$ cat src/rtl/adder_subtractor.sv
// adder_subtractor: bit-serial two's-complement adder/subtractor.
// Captures A and B on an accepted start. It then resolves one bit per clock,
// LSB first, through a single full-adder cell. The N-bit result and the
// carry-out are valid after N cycles.
//
// Ports:
//   clk         in   rising-edge clock
//   rst         in   asynchronous active-low reset
//   A, B        in   N-bit operands, sampled on an accepted start
//   addsub      in   0 = A+B, 1 = A-B (sampled on an accepted start)
//   start       in   request, level-sampled while idle
//   sum         out  N-bit result register (partial result during calculation)
//   cout        out  carry-out of the MSB (1 = no borrow when subtracting)
//   done        out  one-cycle pulse when sum/cout are valid
//   calculating out  high while the bit-serial computation is running
module adder_subtractor #(
  parameter int unsigned N = 8
) (
  input  logic         clk,
  input  logic         rst,
  input  logic [N-1:0] A,
  input  logic [N-1:0] B,
  input  logic         addsub,
  input  logic         start,
  output logic [N-1:0] sum,
  output logic         cout,
  output logic         done,
  output logic         calculating
);

  localparam int unsigned IW = (N > 1) ? $clog2(N) : 1;
  localparam logic [IW-1:0] LAST = IW'(N - 1);

  // Bit 0 is the CALC flag and bit 1 is the DONE flag. Both status outputs
  // therefore come straight from state flops.
  localparam logic [1:0] IDLE = 2'b00;
  localparam logic [1:0] CALC = 2'b01;
  localparam logic [1:0] DONE = 2'b10;

  logic [1:0]    state_q, state_d;
  logic [N-1:0]  a_q, a_d;
  logic [N-1:0]  b_q, b_d;
  logic [N-1:0]  sum_q, sum_d;
  logic          carry_q, carry_d;
  logic          cout_q, cout_d;
  logic [IW-1:0] idx_q, idx_d;

  logic bit_a, bit_b, bit_s, bit_c;

  // Single full-adder cell shared by all bit positions.
  assign bit_a = a_q[idx_q];
  assign bit_b = b_q[idx_q];
  assign bit_s = bit_a ^ bit_b ^ carry_q;
  assign bit_c = (bit_a & bit_b) | (bit_a & carry_q) | (bit_b & carry_q);

  always_comb begin
    state_d = state_q;
    a_d     = a_q;
    b_d     = b_q;
    sum_d   = sum_q;
    carry_d = carry_q;
    cout_d  = cout_q;
    idx_d   = idx_q;
    case (state_q)
      IDLE: begin
        if (start) begin
          a_d     = A;
          // Subtract as A + ~B + 1: invert B here and seed the carry with addsub.
          b_d     = B ^ {N{addsub}};
          carry_d = addsub;
          sum_d   = '0;
          idx_d   = '0;
          state_d = CALC;
        end
      end
      CALC: begin
        sum_d[idx_q] = bit_s;
        carry_d      = bit_c;
        idx_d        = idx_q + IW'(1);
        if (idx_q == LAST) begin
          cout_d  = bit_c;
          state_d = DONE;
        end
      end
      DONE: begin
        state_d = IDLE;
      end
      default: begin
        state_d = IDLE;
      end
    endcase
  end

  always_ff @(posedge clk or negedge rst) begin
    if (!rst) begin
      state_q <= IDLE;
      a_q     <= '0;
      b_q     <= '0;
      sum_q   <= '0;
      carry_q <= 1'b0;
      cout_q  <= 1'b0;
      idx_q   <= '0;
    end else begin
      state_q <= state_d;
      a_q     <= a_d;
      b_q     <= b_d;
      sum_q   <= sum_d;
      carry_q <= carry_d;
      cout_q  <= cout_d;
      idx_q   <= idx_d;
    end
  end

  assign sum         = sum_q;
  assign cout        = cout_q;
  assign calculating = state_q[0];
  assign done        = state_q[1];

endmodule

$ cat config.mk
export PLATFORM = sky130hd
export DESIGN_NAME = adder_subtractor
export DESIGN_NICKNAME = d
export VERILOG_FILES = /design/src/rtl/adder_subtractor.sv
export SDC_FILE = /design/constraint.sdc
export NUM_CORES = 1
export LEC_CHECK = 0
export ABC_AREA = 1
export CAP_MARGIN = 20
export CORE_MARGIN = 10
export CORE_UTILIZATION = 46
export DETAILED_ROUTE_END_ITERATION = 16
export GPL_TIMING_DRIVEN = 0
export PLACE_DENSITY = 0.75
export REMOVE_ABC_BUFFERS = 1
export SYNTH_ARGS = -nofsm -noshare
export SYNTH_HDL_FRONTEND = slang
export SYNTH_SLANG_ARGS = --single-unit
$ cat constraint.sdc
create_clock -name clk -period 1.75 [get_ports clk]
set_input_delay 0.35 -clock clk [delete_from_list [all_inputs] [get_ports clk]]
set_output_delay 0.35 -clock clk [all_outputs]
set_load 0.05 [all_outputs]
-- Word-level counts from Yosys, hierarchy flattened
Index checks and enable logic that the tools add are counted.
- bits in registers: 31
- input port bits: 20
- output and inout bits: 11
- word-level logic and storage cells: 45
- add/sub/neg operators: 1
- order comparisons: 2
- equal/unequal tests: 4
- mux-type cells: 16
- bitwise operators: 8
- reductions and logical operators: 7
- operator list (cell ; count):
    one-hot mux 8 bit (2 select lines) ; 1
    bitwise mux 8 bit ; 1
    2-to-1 mux 8 bit ; 1
    AND reduction 2 bit ; 4
    XOR 8 bit ; 1
    binary-select mux 1 bit (select 3 bit) ; 2
    one-hot mux 3 bit (2 select lines) ; 1
    < comparator 3 x 4 -> 1 bit (second input constant) ; 1
    2-to-1 mux 1 bit ; 4
    2-to-1 mux 2 bit ; 2
    inequality test 2 bit (second input constant) ; 2
    one-hot mux 2 bit (2 select lines) ; 1
    adder 3 x 1 -> 3 bit (second input constant) ; 1
    AND 1 bit ; 3
    demux 1 bit (select 3 bit) ; 1
    == test 3 bit (second input constant) ; 1
    greater-or-equal comparator 3 x 1 -> 1 bit (second input constant) ; 1
    2-to-1 mux 3 bit ; 1
    == test 2 x 1 -> 1 bit (second input constant) ; 1
    logical NOT 2 bit ; 1
    bitwise OR 1 bit ; 2
    one-hot mux 1 bit (2 select lines) ; 1
    nonzero test 2 bit ; 1
    XOR 1 bit ; 2
    logical AND 1 bit ; 1

-- Longest topological paths before layout
Gate-level depths: netlist of the first run.
- depth in word-level cells: 6
- mapped depth: 13
- gate-level depth less buffers: 12

-- Worst setup path before layout of the first run
OpenSTA, ideal clock, no wires.
- kind: register to register
- from: reg idx_q[0]
- to: reg sum_q[0], in the netlist sum[0]
- library setup time: 76 ps
- data arrival time: 1796 ps
- data required time: 1674 ps
- slack: -122 ps
- stages on the path, launching flop included: 14
- period minus slack after synthesis: 1872 ps
- path through: dfrtp_1 inv_1 buf_2 nand2_1 nand2_1 nand2_1 nand2_1 nand2_1 nand2_1 inv_1 fa_1 nor2_2 inv_1 o21ai_1
- word-level cells in the longest chain between the ends: 6
- elaborated cells between the ends (all ways): 13
- those cells by class: order compare: 2; mux: 8; bitwise: 2; reduce/logical: 1
- RTL lines (element ; RTL line ; RTL):
    from (decl) ; 46 ; logic [IW-1:0] idx_q, idx_d;
    from (signal assigned) ; 110 ; idx_q <= idx_d;
    < comparator 3 x 4 -> 1 bit (not written as such), or another cell as far along ; 77 ; sum_d[idx_q] = bit_s;
    logical AND 1 bit (not written as such), or another cell as far along ; 77 ;
    2-to-1 mux 1 bit (not written as such) / XOR 1 bit (equally long branches) ; 77, 53 ;
    demux 1 bit (select 3 bit) / XOR 1 bit (equally long branches) ; 77, 53 ;
    bitwise mux 8 bit * ; 77 ;
    one-hot mux 8 bit (2 select lines) * ; 64 ; case (state_q)
    to (signal assigned) ; 107 ; sum_q <= sum_d;
    to (decl) ; 43 ; logic [N-1:0] sum_q, sum_d;
Every way passes the cells marked *; elsewhere a longest branch is shown, timed or not. The select of a mux whose other input is x is not followed.
A chain may end at the register's enable or synchronous reset.

-- Worst setup path in the final report of the first run
- from: reg idx_q[0]
- to: reg sum_q[5], in the netlist sum[5]
Same word-level chain as after synthesis.

==> key figures, run 1 <==
Yosys
  • EDFF count, synth: 0
  • Cell taking the most area after synthesis: dfrtp_1
  • Largest cells by area after synthesis: dfrtp_1, nand2_1, xnor2_1
  • Sequential area share after synthesis: 48.1%
  • Post-synth top area share: 48.1%
  • FF+latch count, synth: 31
  • Gate Count Post-Synth: slightly above 200
  • Yosys warns: 0
  • Ys flop type: dfrtp_1
  • Synthesized area: between 1500 and 2000 sq um
  • Synth async-reset ratio: 100%
  • Top cells by count, synth: nand2_1, dfrtp_1, inv_1
  • Distinct cell type count of the synthesized netlist: 21
  • Count leader, synth: nand2_1
  • Mean Syn Cell Area: 7.95 sq um

Global route
  • Initial antenna violation count: 0
  • All-Layer GR Usage: between 10% and 20%
  • Gr ovfl total: 0
  • First-pass GRT wire length: 6000 um
  • Largest net degree at the start of global routing: 26
  • Vias in the first global route: about 1.4k

Clocking
  • Root Driver: clkbuf_4
  • H-tree levels: 2
  • Longest Clk Path Bufs: 2
  • Sink Count: 31
  • Cts hold-fix bufs: 0
  • Clock-pin slew on the worst setup and hold paths: 0.10 ns
  • CTS tree: yes
  • Clk_lat worst skew: 0.32 ns
  • Cts bufs inserted: 5

STA
  • Crit share post-route: 105%
  • Worst Skew: 0.00852 ns
  • Slew HR: 56.9%
  • Final setup fails: 8
  • RSZ-0062 raised after global routing: true
  • Fin crit period: 1.84 ns
  • Hold Violations, Final: 0
  • Final slew viol count: 0
  • F_max: 0.542 GHz
  • PnR worst setup slack: -0.0944 ns
  • Slew of the pin with the lowest slew margin: around 0.64 ns

Finish
  • Final nets: 263
  • Fin util: between 60% and 70%
  • Diode count: 0
  • Fin cells: 287
  • Fillers: roughly 330
  • Share of cells above drive strength 1: between 10% and 20%
  • Syn-to-layout area delta: 28.9%
  • Cell area after layout: between 2000 and 2500 sq um

Routing
  • Drt initial violations: 57
  • # DRC: 0
  • Pre-Repair DR Iteration Count: 4
  • DRT Wirelength: 3310 um
  • Drt wl/cell: 11.5 um
  • DR vias: 1357
  • Vias per std cell: 4.73
  • Antenna Violating Nets Remaining: 0

Die
  • Starting density of the core: 48.0%
  • Die width: approximately 79 um
  • Std-Cell Rows: 21
  • DIE HEIGHT: 79.2 um
  • Core area: 3360 sq um
  • Boundary pin count: 31
  • Die area: 6280 sq um

Setup path
  • Slowest CP cell: fa_1
  • Crit-path cells: buf_8, nand2_1, nand2_1, nand2_1, nand2_1, nand2_1, nand2_1, inv_2, fa_1, nor2_2, buf_4, nand2_1, nand2_1
  • Crit path capture type: flip-flop
  • FF-to-FF End: sum[5]
  • R2R Setup Slk: -0.09 ns
  • CP Data Required Time: 1.97 ns
  • Worst R2R Path Depth: 13
  • CP Class: flip-flop to flip-flop
  • Most frequent CP cell: nand2_1
  • RR Startpoint: idx_q[0]
  • Data arrival time of the critical path: 2.07 ns
  • Crit path launch: idx_q[0]
  • Critical path startpoint category: flip-flop
  • CP Max Fanout: 11
  • Crit-path max cell delay: 0.51 ns

Power and ir drop
  • Leak: around 1.1 nW
  • Power Dens Cells: 1810 nW/um^2
  • Peak supply drop: 0.670 mV

Placement
  • Dpl cell area: 1940 sq um
  • IO Port Bufs: 30
  • HPWL Detailed: 2360 um
  • GPL Wtd Cong: 0.820
  • Placed Instances: 271

Outcome
  • Outcome: complete, but fails checks
  • Violated checks: negative setup slack

Hold path
  • Hold WC Path Type: primary input to asynchronous set/reset pin

Job
  • Maxcap violations: 0
==> power by group <==
| group | leakage [nW] | total (mW) | switching [mW] | internal [mW] |
|---|---|---|---|---|
| Combinational | 0.631 | 2.04 | 1.30 | 0.740 |
| Clock | 0.0386 | 0.468 | 0.231 | 0.236 |
| Sequential | 0.392 | 1.25 | 0.223 | 1.03 |
==> worst max path at each step <==
stage / slack [ns] / end
detailed placement: -0.62 / sum[6]
finish: -0.09 / sum[5]
CTS: -0.09 / sum[4]
floorplan: -0.24 / sum[7]
global placement: -0.58 / sum[0]
global route: -0.27 / sum[3]
==> sequential cells by signal (all words and copies together), names as in the netlist <==
| signal | cells |
|---|---|
| carry_q | 1 |
| b_q | 8 |
| idx_q | 3 |
| cout | 1 |
| state_q | 2 |
| sum | 8 |
| a_q | 8 |
==> per-layer routing <==
metal / vias to the layer above / part of all wire (%) / track usage, %
met1: 616 / 45 / 12.5
met3: 0 / 6.5 / 4.62
met4: 0 / 0 / 3.41
met5: - / 0 / 0
li1: 704 / - / -
met2: 37 / 48 / 19.9
==> final cells by class <==
| class | instances | area (sq um) | area share (%) |
|---|---|---|---|
| Tap cell | 46 | 57.6 | 2.77 |
| Timing Repair Buffer | 38 | 374 | 18.0 |
| Inverter | 15 | 60.1 | 2.89 |
| Multi-Input combinational cell | 148 | 736 | 35.4 |
| Timing Repair inverter | 1 | 5.00 | 0.241 |
| Clock buffer | 8 | 68.8 | 3.31 |
| Sequential cell | 31 | 779 | 37.5 |
==> cells in the final DEF, fill, tap and decap left out, types with 5 or more instances in the layout <==
cell             synthesis  layout
o21ai_1                  9       8
nor2_2                   2       5
o21ai_0                  5       5
o21ai_2                  7       8
inv_1                   12       8
inv_2                    3       6
buf_4                    1       6
clkdlybuf4s50_1          0      19
dlygate4sd2_1            0      11
clkbuf_4                 0       5
xnor2_1                  8       8
nand2_1                 92      91
dfrtp_1                 31      28
nand3_1                  7       7
==> stage by stage <==
stage / total power, mW / hold WS [ns] / setup slack [ns] / setup TNS, ns
2_1_floorplan: 2.58 / 0.0544 / -0.240 / -1.72
3_3_place_gp: 3.04 / 0.454 / -0.578 / -11.93
3_5_place_dp: 3.10 / 0.464 / -0.619 / -5.09
4_1_cts: 3.75 / 0.424 / -0.0870 / -0.522
5_1_grt: 4.13 / 0.440 / -0.270 / -2.20
6_report: 3.76 / 0.411 / -0.0944 / -0.588
==> repair_timing <==
action,in CTS,in global routing
endpoints found under the setup margin,21,10
gates resized for setup,22,3
pin swaps,4,0
buffers inserted,7,0
cloned,1,0
==> worst max-delay path: cells and delay by family (launching register included) <==
family        cells  cell delay, ns
fa+ha+maj         1            0.51
buf+inv           3            0.33
simple gates      9            0.46
flops             1            0.44
==> cell families after synthesis <==
logic type	synth area share (%)
AND/OR/NAND/NOR	29.0
flip-flops	48.1
buffers and inverters	7.21
AO/OA/AOI/OAI	8.60
XOR/XNOR	4.34
adder cells (fa/ha/maj)	2.79
Note: power is estimated with default switching activity, not from simulation.
==> inputs of run 2 (changes only) <==
Settings changed: CORE_UTILIZATION 46 to 45, PLACE_DENSITY 0.75 to 0.72, RECOVER_POWER set to 50.
==> run 2 against run 1 <==
Hold slack better by 0.0081 ns. Die area up 1.7%. Final area down 0.18%. The flow still finishes with violations (negative setup slack). Sequential cell count unchanged.
==> key figures, run 2 (synthesis results as in run 1) <==
Die
  • Std-Cell Rows: 21 (unchanged)
  • Core area: 3390 sq um (+0.78%)
  • DIE HEIGHT: 79.9 um (+0.83%)
  • Die area: 6380 sq um (+1.7%)
  • Boundary pin count: 31 (unchanged)
  • Starting density of the core: 47.6% (-0.37 points)
  • Die width: 79.9 um (+0.83%)

Placement
  • IO Port Bufs: 30 (unchanged)
  • HPWL Detailed: 2260 um (-3.9%)
  • Pre-CTS setup slack: -0.599 ns (+0.0193 ns)
  • Dpl cell area: 1940 sq um (unchanged)
  • GPL Wtd Cong: 0.782 (-4.6%)

STA
  • Slew HR: 66.5% (+9.6 points)
  • Worst Skew: 0.00316 ns (-0.00536 ns)
  • Crit share post-route: 107% (+1.4 points)
  • Slew of the pin with the lowest slew margin: 0.501 ns (-0.143 ns)
  • RSZ-0062 raised after global routing: true
  • Final slew viol count: 0 (unchanged)
  • Fin crit period: 1.87 ns (+0.0251 ns)
  • Hold Violations, Final: 0 (unchanged)
  • Final setup fails: 8 (unchanged)
  • TNS Setup: -0.775 ns (-0.186 ns)
  • PnR worst setup slack: -0.119 ns (-0.0251 ns)
  • F_max: 0.535 GHz (-1.3%)

Finish
  • Final nets: 263 (unchanged)
  • Share of cells above drive strength 1: 19.1% (+1.2 points)
  • Syn-to-layout area delta: 28.7%
  • Fillers: 322 (-1.8%)
  • Most frequent cells in the layout: nand2_1, dfrtp_1, clkdlybuf4s50_1
  • Cell area after layout: 2080 sq um (-0.18%)
  • Most common cell after layout, fill and taps aside: nand2_1
  • Diode count: 0 (unchanged)

Setup path
  • Slowest CP cell: fa_1
  • Critical path startpoint category: flip-flop
  • RR Startpoint: idx_q[2]
  • CP Class: flip-flop to flip-flop
  • R2R Setup Slk: -0.12 ns (-0.03 ns)
  • FF-to-FF End: sum[3]
  • CP Max Fanout: 6 (-5)
  • Data arrival time of the critical path: 2.13 ns (+0.06 ns)
  • Crit path depth: 10 (-3)
  • CP Capture Point: sum[3]
  • Crit path buf inv count: 2 (-1)
  • Crit path capture type: flip-flop
  • Worst R2R Path Depth: 10 (-3)
  • Crit path launch: idx_q[2]
  • Crit-path max cell delay: 0.49 ns (-0.02 ns)
  • CP top delay family: simple AND/OR/NAND/NOR gates
  • CP Data Required Time: 2.01 ns (+0.04 ns)
  • Crit-path cells: nor2_2, nand3_1, nand2_1, inv_1, nand2_1, nor2_4, fa_1, nor2_4, inv_4, o21ai_1

Clocking
  • Clock-pin slew on the worst setup and hold paths: 0.09 ns (about the same)
  • Clk_lat worst skew: 0.32 ns (about the same)
  • H-tree levels: 2 (unchanged)
  • Cts hold-fix bufs: 0 (unchanged)
  • Cts bufs inserted: 5 (unchanged)
  • Root Driver: clkbuf_4
  • Sink Count: 31 (unchanged)
  • CTS tree: yes
  • Longest Clk Path Bufs: 2 (unchanged)

Global route
  • All-Layer GR Usage: 10.7% (-0.74 points)
  • Gr ovfl total: 0 (unchanged)
  • First-pass GRT wire length: 5570 um (-7.2%)
  • Initial antenna violation count: 0 (unchanged)
  • Vias in the first global route: 1324 (-7.9%)
  • Largest net degree at the start of global routing: 26 (unchanged)

Power and ir drop
  • Peak supply drop: 0.748 mV (+12%)
  • Leak: 1.07 nW (+0.36%)
  • Power Dens Cells: 1830 nW/um^2 (+1.4%)
  • Overall power: 3.80 mW (+1.2%)

Routing
  • Drt wl/cell: 11.0 um (-4.2%)
  • Pre-Repair DR Iteration Count: 4 (unchanged)
  • DRT Wirelength: 3170 um (-4.2%)
  • DR vias: 1349 (-0.59%)
  • # DRC: 0 (unchanged)
  • Antenna Violating Nets Remaining: 0 (unchanged)
  • Drt initial violations: 60 (+5.3%)
  • Vias per std cell: 4.70 (-0.59%)

Hold path
  • Hold WC Path Type: primary input to asynchronous set/reset pin

Outcome
  • Outcome: complete, but fails checks
  • Violated checks: negative setup slack

Job
  • Maxcap violations: 0 (unchanged)
run 2: routing by layer:
layer,vias up,GRT usage [%],routed length (um)
li1,705,-,-
met1,609,11.7,1450
met2,31,17.8,1500
met3,4,4.95,184
met4,0,3.70,35
met5,-,0,0
run 2: how the worst min path moves through the flow:
stage | to | slack [ns] | cells after the start
floorplan | a_q[0] | 0.05 | 0
global placement | a_q[2] | 0.46 | 2
detailed placement | a_q[3] | 0.46 | 2
CTS | sum[4] | 0.41 | 1
global route | b_q[1] | 0.46 | 1
finish | sum[7] | 0.42 | 1
run 2: worst register-to-register path, stage by stage, from the launching register on:
cell and delay (ns):
dfrtp_2 0.47, nor2_2 0.17, nand3_1 0.10, nand2_1 0.07, inv_1 0.03, nand2_1 0.09, nor2_4 0.05, fa_1 0.49
nor2_4 0.17, inv_4 0.07, o21ai_1 0.11
run 2: what timing repair did:
item	4_1_cts	5_1_grt
pin swaps	2	6
hold endpoints to repair	0	0
resized for setup	21	9
setup endpoints to repair	21	10
setup buffers	6	2
run 2: area by class of cell:
class                           instances  area, sq um  area share (%)
Sequential cell                        31          779            37.5
Multi-Input combinational cell        148          756            36.4
Timing Repair Buffer                   39          353            17.0
Clock buffer                            8         68.8            3.31
Inverter                               15         62.6            3.01
Tap cell                               46         57.6            2.77
run 2: report_power, final:
part | switching, mW | internal, mW | total, mW
Sequential | 0.194 | 1.03 | 1.22
Clock | 0.233 | 0.236 | 0.469
Combinational | 1.35 | 0.760 | 2.11
run 2: per-stage QoR:
stage	instances	utilization [%]	hold WS, ns
2_1_floorplan	194	-	0.0544
3_3_place_gp	270	56.4	0.457
3_5_place_dp	271	57.2	0.462
4_1_cts	285	60.8	0.413
5_1_grt	287	61.3	0.460
6_report	287	61.3	0.420
==> inputs of run 3 (changes only) <==
==> constraint.sdc (replaced) <==
create_clock -name clk -period 1.75 [get_ports clk]
set_input_delay 0.35 -clock clk [delete_from_list [all_inputs] [get_ports clk]]
set_output_delay 0.35 -clock clk [all_outputs]
set_load 0.1 [all_outputs]
==> run 3 against run 2 <==
The flow still finishes with violations (negative setup slack). Total power increased by 9.5%. Clock power about the same. Combinational power increased by 17%. Final cell count unchanged. Sequential cell count unchanged. Sequential power about the same. Clock skew about the same. Wire length increased by 0.95%. First-iteration DRC count increased by 3.3%. Hold slack improved by 0.00085 ns. Critical path type unchanged. Critical endpoint unchanged.
==> key figures, run 3 (synthesis results as in run 1) <==
Outcome
  • Outcome: complete, but fails checks
  • Violated checks: negative setup slack

Power and ir drop
  • Power Dens Cells: 1980 nW/um^2 (+8.1%)
  • Comb power frac: 59.3% (+3.8 points)
  • Clock share of power: 11.3% (-1.0 points)
  • Leak: 1.03 nW (-3.4%)
  • Peak supply drop: 0.764 mV (+2.1%)
  • Switching portion of total power: 50.6% (+3.8 points)
  • Sequential share of power: 29.4% (-2.7 points)
  • P_int: 2.06 mW (+1.6%)
  • Overall power: 4.16 mW (+9.5%)
  • Sw power: 2.11 mW (+19%)

Setup path
  • CP Data Required Time: 2.01 ns (about the same)
  • CP Class: flip-flop to flip-flop
  • Worst R2R Path Depth: 10 (unchanged)
  • Critical path startpoint category: flip-flop
  • Data arrival time of the critical path: 2.13 ns (about the same)
  • FF-to-FF End: sum[3]
  • Crit path capture type: flip-flop
  • Crit-path cells: nor2_2, nand3_1, nand2_1, inv_1, nand2_1, nor2_4, fa_1, nor2_4, inv_4, o21ai_1
  • Slowest CP cell: fa_1
  • R2R Setup Slk: -0.12 ns (about the same)
  • RR Startpoint: idx_q[2]
  • CP Max Fanout: 6 (unchanged)
  • Crit-path max cell delay: 0.49 ns (about the same)

Die
  • Core area: 3390 sq um (unchanged)
  • Boundary pin count: 31 (unchanged)
  • DIE HEIGHT: 79.9 um (unchanged)
  • Std-Cell Rows: 21 (unchanged)
  • Die width: 79.9 um (unchanged)
  • Starting density of the core: 47.6% (unchanged)
  • Die area: 6380 sq um (unchanged)

STA
  • Min Hold Slack: 0.420 ns (+0.000853 ns)
  • Hold Violations, Final: 0 (unchanged)
  • RSZ-0062 raised after global routing: true
  • Slew of the pin with the lowest slew margin: 0.548 ns (+0.0469 ns)
  • Final slew viol count: 0 (unchanged)
  • PnR worst setup slack: -0.123 ns (-0.00312 ns)
  • Final setup fails: 8 (unchanged)
  • Crit share post-route: 107% (+0.18 points)
  • Fin crit period: 1.87 ns (+0.00312 ns)
  • F_max: 0.534 GHz (-0.17%)
  • Slew HR: 63.6% (-2.8 points)
  • Worst Skew: 0.00357 ns (+0.000411 ns)

Global route
  • Gr ovfl total: 0 (unchanged)
  • Vias in the first global route: 1326 (+0.15%)
  • Initial antenna violation count: 0 (unchanged)
  • First-pass GRT wire length: 5600 um (+0.48%)
  • Largest net degree at the start of global routing: 26 (unchanged)
  • All-Layer GR Usage: 10.8% (+0.046 points)

Finish
  • Final nets: 263 (unchanged)
  • Most common cell after layout, fill and taps aside: nand2_1
  • Share of cells above drive strength 1: 23.7% (+4.6 points)
  • Most frequent cells in the layout: nand2_1, dfrtp_1, clkdlybuf4s50_1
  • Fin cells: 287 (unchanged)
  • Diode count: 0 (unchanged)
  • Fillers: 309 (-4.0%)
  • Cell area after layout: 2100 sq um (+1.3%)
  • Syn-to-layout area delta: 30.4%

Routing
  • Vias per std cell: 4.71 (+0.22%)
  • Antenna Violating Nets Remaining: 0 (unchanged)
  • Pre-Repair DR Iteration Count: 4 (unchanged)
  • Drt wl/cell: 11.1 um (+0.95%)
  • # DRC: 0 (unchanged)
  • DRT Wirelength: 3200 um (+0.95%)
  • DR vias: 1352 (+0.22%)
  • Drt initial violations: 62 (+3.3%)
  • Met3 Wirelength: 191 um (+3.8%)
  • Wl on met1: 1460 um (+0.83%)
  • Highest routed layer: met4
  • Routed length on met2: 1530 um (+1.4%)

Clocking
  • Clk_lat worst skew: 0.32 ns (about the same)
  • Cts bufs inserted: 5 (unchanged)
  • Sink Count: 31 (unchanged)
  • Longest Clk Path Bufs: 2 (unchanged)
  • Root Driver: clkbuf_4
  • Clock-pin slew on the worst setup and hold paths: 0.09 ns (about the same)
  • H-tree levels: 2 (unchanged)
  • CTS tree: yes

Hold path
  • Hold WC Path Type: primary input to asynchronous set/reset pin

Job
  • Maxcap violations: 0 (unchanged)

Placement
  • Placed Instances: 271 (unchanged)
  • Dpl cell area: 1940 sq um (unchanged)
  • Pre-CTS setup slack: -0.599 ns (unchanged)
  • IO Port Bufs: 30 (unchanged)
  • HPWL Detailed: 2260 um (unchanged)
  • GPL Wtd Cong: 0.782 (unchanged)
-- run 3: changes by cell type in the layout (fill, tap and decap cells not counted), sizes merged --
cell and change:
clkdlybuf4s15 +11, dlygate4sd2 -11
-- run 3: final cells by class --
cell class,instances,area (sq um),area share (%)
Multi-Input combinational cell,148,756,35.9
Sequential cell,31,779,37.0
Inverter,15,62.6,2.97
Clock buffer,8,68.8,3.27
Tap cell,46,57.6,2.73
Timing Repair Buffer,39,380,18.1
-- run 3: worst max-delay path by stage --
stage	cells after the start	startpoint	slack (ns)	end
floorplan	12	idx_q[0]	-0.24	sum[7]
detailed placement	10	idx_q[0]	-0.60	sum[1]
global placement	10	idx_q[0]	-0.58	sum[1]
global route	12	idx_q[0]	-0.24	sum[3]
finish	10	idx_q[2]	-0.12	sum[3]
CTS	12	idx_q[0]	-0.09	sum[1]
-- run 3: worst max-delay path, delay by kind of cell (launching register included) --
kind / cells / cell delay, ns
flops: 1 / 0.47
simple gates: 6 / 0.64
buf+inv: 2 / 0.11
fa+ha+maj: 1 / 0.49
compound gates: 1 / 0.11
-- run 3: repair_timing --
item                                    CTS  global route
pin swaps                                 2             6
endpoints found under the setup margin   21            10
gates resized for setup                  43             9
hold buffers                              0             0
setup buffers                             6             2
-- run 3: layer usage --
metal  vias to the layer above  track usage [%]
met5                         -                0
li1                        703                -
met1                       618             11.7
met4                         0             3.70
met3                         4             4.95
met2                        27             18.0
-- run 3: power groups by stage --
stage | registers [mW] | clock network, mW | logic, mW
floorplan | 1.83 | 0 | 1.06
global placement | 1.28 | 0 | 2.08
detailed placement | 1.29 | 0 | 2.12
CTS | 1.23 | 0.481 | 2.30
global route | 1.27 | 0.513 | 2.72
finish | 1.22 | 0.470 | 2.47
-- run 3: stage by stage --
step | utilization [%] | setup TNS, ns
2_1_floorplan | - | -2.60
3_3_place_gp | 56.4 | -11.71
3_5_place_dp | 57.2 | -5.80
4_1_cts | 61.6 | -0.468
5_1_grt | 62.1 | -1.73
6_report | 62.1 | -0.798
